File: src/rtl/run_controller.sv
// Run sequencer: sequences core reset/enable/pause, counts run cycles and collects per-hart results.
// Optional feature: define RUN_CTRL_FAIL_FAST_EN to end the run on the first fail report (reason 3).
module run_controller #(
  parameter int DATA_W          = 32,
  parameter int NUM_HARTS       = 1,
  parameter int RST_HOLD_CYCLES = 10,
  parameter int CNT_W           = 32
) (
  input  logic                          clk,
  input  logic                          reset,
  input  logic [2:0]                    ctrl_i,
  input  logic [CNT_W-1:0]              timeout_i,
  input  logic [DATA_W-1:0]             success_code_i,
  input  logic [NUM_HARTS-1:0]          done_valid_i,
  input  logic [NUM_HARTS*DATA_W-1:0]   done_value_i,
  output logic                          core_reset_o,
  output logic                          core_enable_o,
  output logic [CNT_W-1:0]              cycle_count_o,
  output logic [NUM_HARTS-1:0]          pass_mask_o,
  output logic [NUM_HARTS-1:0]          fail_mask_o,
  output logic                          stop_o,
  output logic [1:0]                    done_reason_o,
  output logic [2:0]                    state_o
);

  typedef enum logic [2:0] {
    IDLE     = 3'd0,
    RST_HOLD = 3'd1,
    ARMED    = 3'd2,
    RUN      = 3'd3,
    PAUSE    = 3'd4,
    DONE     = 3'd5
  } state_t;

  localparam int HOLD_W = (RST_HOLD_CYCLES > 1) ? $clog2(RST_HOLD_CYCLES) : 1;
  localparam logic [HOLD_W-1:0] HOLD_LAST = HOLD_W'(RST_HOLD_CYCLES - 1);

  state_t                state;
  logic [HOLD_W-1:0]     hold_cnt;
  logic [CNT_W-1:0]      timeout_q;
  logic [CNT_W-1:0]      cnt_inc;
  logic [DATA_W-1:0]     code_q;
  logic [NUM_HARTS-1:0]  hit;
  logic [NUM_HARTS-1:0]  fresh;
  logic [NUM_HARTS-1:0]  pass_d;
  logic [NUM_HARTS-1:0]  fail_d;
  logic                  all_in;
  logic                  timeout_hit;
  logic                  fail_stop;
  logic                  finish;
  logic [1:0]            finish_reason;

  assign state_o = state;

  // NOTE: every variable written in always_comb gets a default first, so no latch is inferred.
  always_comb begin
    hit = '0;
    for (int h = 0; h < NUM_HARTS; h++) begin
      hit[h] = (done_value_i[h*DATA_W +: DATA_W] == code_q);
    end
  end

  // Only a hart's first report counts; later strobes from a decided hart are masked off.
  assign fresh       = done_valid_i & ~(pass_mask_o | fail_mask_o);
  assign pass_d      = pass_mask_o | (fresh & hit);
  assign fail_d      = fail_mask_o | (fresh & ~hit);
  assign all_in      = &(pass_d | fail_d);
  assign cnt_inc     = (&cycle_count_o) ? cycle_count_o : cycle_count_o + 1'b1;
  assign timeout_hit = (timeout_q != '0) && (cnt_inc == timeout_q);

`ifdef RUN_CTRL_FAIL_FAST_EN
  assign fail_stop = |(fresh & ~hit);
`else
  assign fail_stop = 1'b0;
`endif

  // Completion beats timeout when both land on the same edge.
  always_comb begin
    finish        = fail_stop | all_in | ((state == RUN) & timeout_hit);
    finish_reason = 2'd2;
    if (fail_stop) begin
      finish_reason = 2'd3;
    end else if (all_in) begin
      finish_reason = 2'd1;
    end
  end

  // NOTE: sequential state uses non-blocking assignments so every flop samples pre-edge values.
  always_ff @(posedge clk or posedge reset) begin
    if (reset) begin
      state         <= IDLE;
      hold_cnt      <= '0;
      timeout_q     <= '0;
      code_q        <= '0;
      core_reset_o  <= 1'b1;
      core_enable_o <= 1'b0;
      cycle_count_o <= '0;
      pass_mask_o   <= '0;
      fail_mask_o   <= '0;
      stop_o        <= 1'b0;
      done_reason_o <= 2'd0;
    end else if (ctrl_i[1] && state != RST_HOLD) begin
      state         <= RST_HOLD;
      hold_cnt      <= '0;
      core_reset_o  <= 1'b1;
      core_enable_o <= 1'b0;
      cycle_count_o <= '0;
      pass_mask_o   <= '0;
      fail_mask_o   <= '0;
      stop_o        <= 1'b0;
      done_reason_o <= 2'd0;
    end else begin
      case (state)
        IDLE: begin
        end
        RST_HOLD: begin
          if (ctrl_i[1]) begin
            hold_cnt <= '0;
          end else if (hold_cnt == HOLD_LAST) begin
            state        <= ARMED;
            core_reset_o <= 1'b0;
          end else begin
            hold_cnt <= hold_cnt + 1'b1;
          end
        end
        ARMED: begin
          if (ctrl_i[0]) begin
            state         <= RUN;
            core_enable_o <= 1'b1;
            timeout_q     <= timeout_i;
            code_q        <= success_code_i;
          end
        end
        RUN, PAUSE: begin
          pass_mask_o <= pass_d;
          fail_mask_o <= fail_d;
          if (state == RUN) begin
            cycle_count_o <= cnt_inc;
          end
          if (finish) begin
            state         <= DONE;
            done_reason_o <= finish_reason;
            stop_o        <= 1'b1;
            core_enable_o <= 1'b0;
          end else if (state == RUN && !ctrl_i[0]) begin
            state         <= PAUSE;
            core_enable_o <= 1'b0;
          end else if (state == PAUSE && ctrl_i[0]) begin
            state         <= RUN;
            core_enable_o <= 1'b1;
          end
        end
        DONE: begin
          if (ctrl_i[2]) begin
            state        <= IDLE;
            stop_o       <= 1'b0;
            core_reset_o <= 1'b1;
          end
        end
        default: begin
          state        <= IDLE;
          core_reset_o <= 1'b1;
          stop_o       <= 1'b0;
        end
      endcase
    end
  end

endmodule
File: config.mk
export PLATFORM = sky130hd
export DESIGN_NAME = run_controller
export DESIGN_NICKNAME = d
export VERILOG_FILES = /design/src/rtl/run_controller.sv
export SDC_FILE = /design/constraint.sdc
export NUM_CORES = 1
export LEC_CHECK = 0
export ABC_AREA = 0
export CAP_MARGIN = 20
export CORE_MARGIN = 1
export CORE_UTILIZATION = 35
export DETAILED_ROUTE_END_ITERATION = 10
export PLACE_DENSITY = 0.64
export SLEW_MARGIN = 20
export SYNTH_ARGS = -nofsm -noshare
export SYNTH_HDL_FRONTEND = slang
export SYNTH_SLANG_ARGS = --single-unit
File: constraint.sdc
create_clock -name clk -period 9.7 [get_ports clk]
set_input_delay 0.97 -clock clk [delete_from_list [all_inputs] [get_ports clk]]
set_output_delay 0.97 -clock clk [all_outputs]
set_load 0.02 [all_outputs]
=== Word level (Yosys, flattened, before mapping) ===
Cells that the tools add are included.

* Output and inout port bits: 42
* Register bits after elaboration: 110
* Input port bits: 102
* Word-level logic and storage cells: 108

* Add/sub/neg operators: 2
* Equality and inequality tests: 19
* Bitwise gates (word level): 12
* Reduce and logical (&&, ||, !) cells: 24
* Multiplexer cells: 40

{| class="wikitable"
|+ Operators with widths
! kind !! number
|-
| $mux W32 || 4
|-
| $eq A32 B32 Y1 || 2
|-
| $add A32 B1 Y32 const B || 1
|-
| $reduce_and A32 Y1 || 1
|-
| $reduce_bool A32 Y1 || 1
|-
| $mux W3 || 8
|-
| $ne A3 B3 Y1 const B || 6
|-
| $mux W1 || 16
|-
| $mux W4 || 4
|-
| $pmux W3 S5 || 1
|-
| $reduce_and A3 Y1 || 3
|-
| $mux W2 || 4
|-
| $reduce_bool A2 Y1 || 4
|-
| $eq A3 B2 Y1 const B || 2
|-
| $eq A3 B3 Y1 const B || 2
|-
| $pmux W1 S3 || 2
|-
| $reduce_and A2 Y1 || 3
|-
| $reduce_and A6 Y1 || 1
|-
| $ne A5 B5 Y1 const B || 1
|-
| $or A1 B1 Y1 || 5
|-
| $add A4 B1 Y4 const B || 1
|-
| $and A1 B1 Y1 || 4
|-
| $eq A4 B4 Y1 const B || 1
|-
| $logic_and A1 B1 Y1 || 4
|-
| 13 further kinds || 16
|}

=== Logic depth before layout (Yosys ltp) ===
* Word-level depth: 10
* Gate-level depth with buffers: 14
* Depth with buffers taken out: 11

=== Worst setup path before layout ===
Ideal clock, no wire load.

* Path kind: register -> register
* Start: register cycle_count_o[0]
* End: register state[0], in the netlist state_o[0]
* Arrival time: 3.143 ns
* Cell stages (with the launch flop): 14
* Period minus slack after synthesis: 3.283 ns
* Library setup time: 0.140 ns
* Path buffers: 2
* Path slack: 6.417 ns
* Data required time: 9.560 ns
* Cells stage by stage: dfrtp_1 > ha_1 > clkbuf_1 > nand2_1 > or3_1 > a21oi_2 > nor2b_1 > mux2i_1 > mux2i_1 > a21o_1 > and4_1 > buf_4 > nor4bb_1 > o311ai_1

* Longest elaborated chain between the ends: 9
* Elaborated cells between the ends (all ways): 12
* Those cells by class: add/sub (1); eq/ne (2); mux (4); bitwise (2); reduce/logical (3)

{| class="wikitable"
|+ RTL lines
! item !! RTL line !! RTL
|-
| start: declaration || 18 || <nowiki>output logic [CNT_W-1:0] cycle_count_o,</nowiki>
|-
| start signal: assignment || 138 || <nowiki>cycle_count_o <= cnt_inc;</nowiki>
|-
| $add A32 B1 Y32 / $reduce_and A32 Y1 (equally long branches) || 68 || <nowiki>assign cnt_inc = (&cycle_count_o) ? cycle_count_o : cycle_count_o + 1'b1;</nowiki>
|-
| $mux W32 * || 68 ||
|-
| $eq A32 B32 Y1 * || 69 || <nowiki>assign timeout_hit = (timeout_q != '0) && (cnt_inc == timeout_q);</nowiki>
|-
| $logic_and A1 B1 Y1 * || 69 ||
|-
| $and A1 B1 Y1 * || 79 || <nowiki>finish = fail_stop | all_in | ((state == RUN) & timeout_hit);</nowiki>
|-
| $or A1 B1 Y1 * || 79 ||
|-
| $mux W3 || 140 || <nowiki>if (finish) begin</nowiki>
|-
| $pmux W3 S5 || 113 || <nowiki>case (state)</nowiki>
|-
| $mux W3 || 102 || <nowiki>end else if (ctrl_i[1] && state != RST_HOLD) begin</nowiki>
|-
| end signal: assignment || 103 || <nowiki>state <= RST_HOLD;</nowiki>
|-
| end signal: assignment || 141 || <nowiki>state <= DONE;</nowiki>
|-
| end signal: assignment || 146 || <nowiki>state <= PAUSE;</nowiki>
|-
| end: declaration || 38 || <nowiki>state_t state;</nowiki>
|}

Every way passes the cells marked *; elsewhere a longest branch is shown, timed or not.
A chain may end at the register's enable or synchronous reset.

=== Worst setup path in the final report ===
Same ends and word-level chain as after synthesis.

==> results <==
- The first routing iteration left approximately 490 violations.
- The sequential area share after synthesis is 0.416.
- The worst setup path is launched from a register.
- The synthesized netlist cell count is 693.
- Ranked by total cell area, the synthesized netlist is headed by sky130_fd_sc_hd__dfrtp_1, sky130_fd_sc_hd__mux2_2, sky130_fd_sc_hd__xor2_1.
- In the global route stage, overall resource usage came out at 0.199.
- Subtracting the final worst setup slack from the clock period gives ~4 ns.
- Across the VDD grid, the largest voltage drop is around 0.00010 V.
- The number of different library cells in the post-synthesis netlist is 65.
- The die outline width is roughly 140 µm.
- The die covers 19500 µm².
- After clock tree synthesis, the clock-pin slew on the worst setup and hold paths is 0.08 ns.
- The min-delay analysis places its worst path in the category register to register.
- Summing all placed instances gives a cell area of around 8200 µm².
- The total iterations of the first detailed-routing run is 5.
- The slew at the pin with the worst max-slew slack is between 1 and 1.5 ns.
- The highest cell delay on the worst timing path is around 0.67 ns.
- The area share of the largest cell type after synthesis is 0.412.
- For this configuration, the core starts out at a cell density of 0.363.
- The count of maximum capacitance violations is 0.
- The cell area that synthesis handed to floorplanning was 6630 µm².
- At the worst endpoint, the arrival time is about 4.2 ns.
- The initial antenna violation count is 0.
- The element type at the critical path end is a register.
- After synthesis the netlist holds a flip-flop and latch count of between 100 and 150.
- The hold violation count in the final report is 0.
- The run finished with clean final reports.
- Power spread over the standard cell area amounts to ~220 nW/µm².
- The floorplan has slightly below 50 rows.
- Counting flops with a built-in enable in the synthesized netlist gives 0.
- Measured along the y axis, the die boundary spans approximately 140 µm.
- The Yosys step of the flow raised 0 warnings.
- The number of vias per cell is 5.52.
- Among all cell types in the netlist, the one instantiated most often is sky130_fd_sc_hd__dfrtp_1.
- Averaged over all synthesized cells, the footprint is 9.56 µm².
- Summed over all cells, the static leakage comes to 3.32 nW.
- The H-tree depth is 3.
- The setup path with the least slack is of type register to register.
- Sorting the synthesized cells by how often they occur yields sky130_fd_sc_hd__dfrtp_1, sky130_fd_sc_hd__nand2_1, sky130_fd_sc_hd__mux2_2, sky130_fd_sc_hd__o21ai_0, sky130_fd_sc_hd__xor2_1.
- The largest area contributor in the netlist is sky130_fd_sc_hd__dfrtp_1.
- The post-CTS setup buffer count is 0.
- The CTS tree is yes.
- The global-route wire length before repair is 30.5 mm.
- The number of hold-repair buffers added at the cts stage is 0.
- Clock latency on the worst-skew pair, taken at its later pin, is ~0.36 ns.
- Once detailed placement completed, the half-perimeter wirelength came to about 14 mm.
- The total overflow left after global routing is 0.
- Of the cells placed in the final design, the portion with a size suffix greater than 1 is 0.113.
- The number of remaining DRC errors is 0.
- The cell sitting at the root of the clock tree is a sky130_fd_sc_hd__clkbuf_16.
- The number of pins exceeding their max-slew limit in the final report is 0.
- The proportion of register bits with asynchronous set or reset after synthesis is 1.00.
- The clock skew is 0.0145 ns.
- The count of port buffers added during placement is around 140.
- The number of clock buffers added by TritonCTS is 9.
- Traced cell by cell, the critical path runs through ha_1 -> nand2_1 -> nor4_1 -> and4_1 -> nor2_1 -> xnor2_1 -> o2111ai_1 -> nor4_1 -> and4_1 -> nor4bb_1 -> o311ai_1.
- Synthesis produced a netlist with a net count of between 700 and 800.
- The number of top-level pins is between 100 and 150.
- Entering global routing, the biggest net connects 67 pins.
- The count of instances resized after the clock tree is built is 0.
- The number of global-route vias before repair is between 5000 and 6000.
- The placeable core region is 18300 µm².
- The final count of negative-setup-slack endpoints is 0.
- The final hold slack is 0.467 ns.
- For this run, the leading register cell type out of synthesis is sky130_fd_sc_hd__dfrtp_1.
- Total power for the finished layout comes to ~0.0018 W.
- The number of inserted diodes is 0.
- The synthesis-to-finish area growth is 28.0%.
- The critical-path cell with the highest stage delay is sky130_fd_sc_hd__and4_1.
- Of all nets on the critical path, the largest fanout is 13.
- Timing would allow up to roughly 250 MHz.
- The via count is around 5800.
- The clock sink count is 110.
- For this block, the routed nets add up to 18.7 mm of wire.
- No sink is reached through more buffers than the 2 on the longest clock path.
- After detailed routing, the average wire length per cell comes to 17.9 µm.
- The number of nets in the layout is 914.
- Once layout is done, the placed cells without fillers occupy roughly 8500 µm².
- The share of the clock period used by the worst path after layout is 0.408.
- The routability congestion estimate from global placement is around 0.94.
- Setup repair after global routing left no endpoint under its margin.
- The worst-case headroom to the max-slew limit is 0.269.
- For the final routed database, the setup TNS stands at 0 ns.
- The required time reported for the critical path endpoint is between 9 and 10 ns.
- The number of nets still failing antenna checks after routing is 0.
==> critical path, delay by kind of cell, from the launching register on <==
| kind | cells | cell delay, ns |
|---|---|---|
| and+or+nand+nor | 7 | 2.36 |
| DFF | 1 | 0.49 |
| adders and majority gates | 1 | 0.40 |
| AOI/OAI and AO/OA | 2 | 0.37 |
| xor gates and xnor gates | 1 | 0.23 |
==> worst paths after layout <==
check | startpoint | endpoint | slack [ns] | depth (start not counted)
worst max-delay path | cycle_count_o[0]$_DFFE_PP0P_ | state_o[0]$_DFFE_PP0P_ | 5.74 | 11
worst min-delay path | core_reset_o$_DFFE_PP1P_ | core_reset_o$_DFFE_PP1P_ | 0.47 | 2
worst max register to register | cycle_count_o[0]$_DFFE_PP0P_ | state_o[0]$_DFFE_PP0P_ | 5.74 | 11
worst min register to register | core_reset_o$_DFFE_PP1P_ | core_reset_o$_DFFE_PP1P_ | 0.47 | 2
max in group asynchronous | reset | timeout_q[18]$_DFFE_PP0P_ | 7.41 | 3
min in group asynchronous | reset | code_q[2]$_DFFE_PP0P_ | 1.04 | 2
==> cell usage in the layout, fill, tap and decap left out, types with 3 or more instances in the layout <==
master	Yosys	layout
sky130_fd_sc_hd__a211oi_1	3	3
sky130_fd_sc_hd__a21o_1	3	3
sky130_fd_sc_hd__a21oi_1	18	18
sky130_fd_sc_hd__a31oi_1	8	8
sky130_fd_sc_hd__and3_1	7	6
sky130_fd_sc_hd__and4_1	5	5
sky130_fd_sc_hd__clkbuf_16	0	9
sky130_fd_sc_hd__clkdlybuf4s50_1	0	143
sky130_fd_sc_hd__dfrtp_1	109	109
sky130_fd_sc_hd__ha_1	3	3
sky130_fd_sc_hd__inv_1	6	5
sky130_fd_sc_hd__mux2_2	62	62
sky130_fd_sc_hd__mux2i_1	6	6
sky130_fd_sc_hd__nand2_1	80	80
sky130_fd_sc_hd__nand2b_1	12	12
sky130_fd_sc_hd__nand3_1	18	18
sky130_fd_sc_hd__nand3b_1	3	3
sky130_fd_sc_hd__nand4_1	18	18
sky130_fd_sc_hd__nor2_1	40	39
sky130_fd_sc_hd__nor2b_1	6	6
sky130_fd_sc_hd__nor3_1	14	14
sky130_fd_sc_hd__nor4_1	25	25
sky130_fd_sc_hd__nor4b_1	4	4
sky130_fd_sc_hd__o211a_1	3	3
sky130_fd_sc_hd__o211ai_1	3	3
sky130_fd_sc_hd__o21ai_0	56	56
sky130_fd_sc_hd__o22a_1	3	3
sky130_fd_sc_hd__o31ai_1	12	12
sky130_fd_sc_hd__or3_1	9	9
sky130_fd_sc_hd__xnor2_1	35	35
sky130_fd_sc_hd__xor2_1	44	44
==> power by group <==
part	switching [W]	internal, W	leakage, nW
sequential	0.000166	0.000611	1.41
combinational	0.000340	0.000362	1.78
clock	0.000174	0.000183	0.129
==> kinds of logic (layout without fill, tap and decap cells) <==
logic type / after synthesis / after routing / synth area share
and+or+nand+nor: 255 / 255 / 0.206
AOI/OAI and AO/OA: 131 / 131 / 0.124
DFF: 110 / 110 / 0.416
xor gates and xnor gates: 79 / 79 / 0.104
muxes: 68 / 68 / 0.114
buffers and inverters: 47 / 168 / 0.0298
adders and majority gates: 3 / 3 / 0.00566
==> cell type report <==
type                       instances  area, µm²
clock buffer                      12        246
clock inverter                     4       32.5
fill                            1746       9780
inverter                           6       25.0
multi-input combinational        536       3680
sequential                       110       2750
tap                              229        287
timing repair buffer             146       1460
==> state kept, by name, summed over array words and instances, names as in the netlist <==
name,count
fail_mask_o,1
core_reset_o,1
stop_o,1
done_reason_o,2
cycle_count_o,32
pass_mask_o,1
core_enable_o,1
hold_cnt,4
code_q,32
timeout_q,32
state_o,3
==> per-layer routing <==
| metal | vias up | wire (µm) | share of wire | GRT usage |
|---|---|---|---|---|
| met2 | 225 | 8730 | 0.47 | 0.317 |
| met4 | 0 | 252 | 0.013 | 0.0480 |
| met5 | - | 0 | 0 | 0 |
| met1 | 2765 | 8150 | 0.44 | 0.258 |
| met3 | 26 | 1540 | 0.082 | 0.0685 |
| li1 | 2739 | - | - | - |
==> stage by stage <==
step / setup slack [ns] / utilization / cells
floorplan: 5.83 / - / 693
global placement: 5.99 / 0.448 / 1026
detailed placement: 5.83 / 0.448 / 1026
CTS: 5.81 / 0.464 / 1042
global route: 5.44 / 0.464 / 1043
finish: 5.74 / 0.464 / 1043
(Power assumes the default switching activity.)
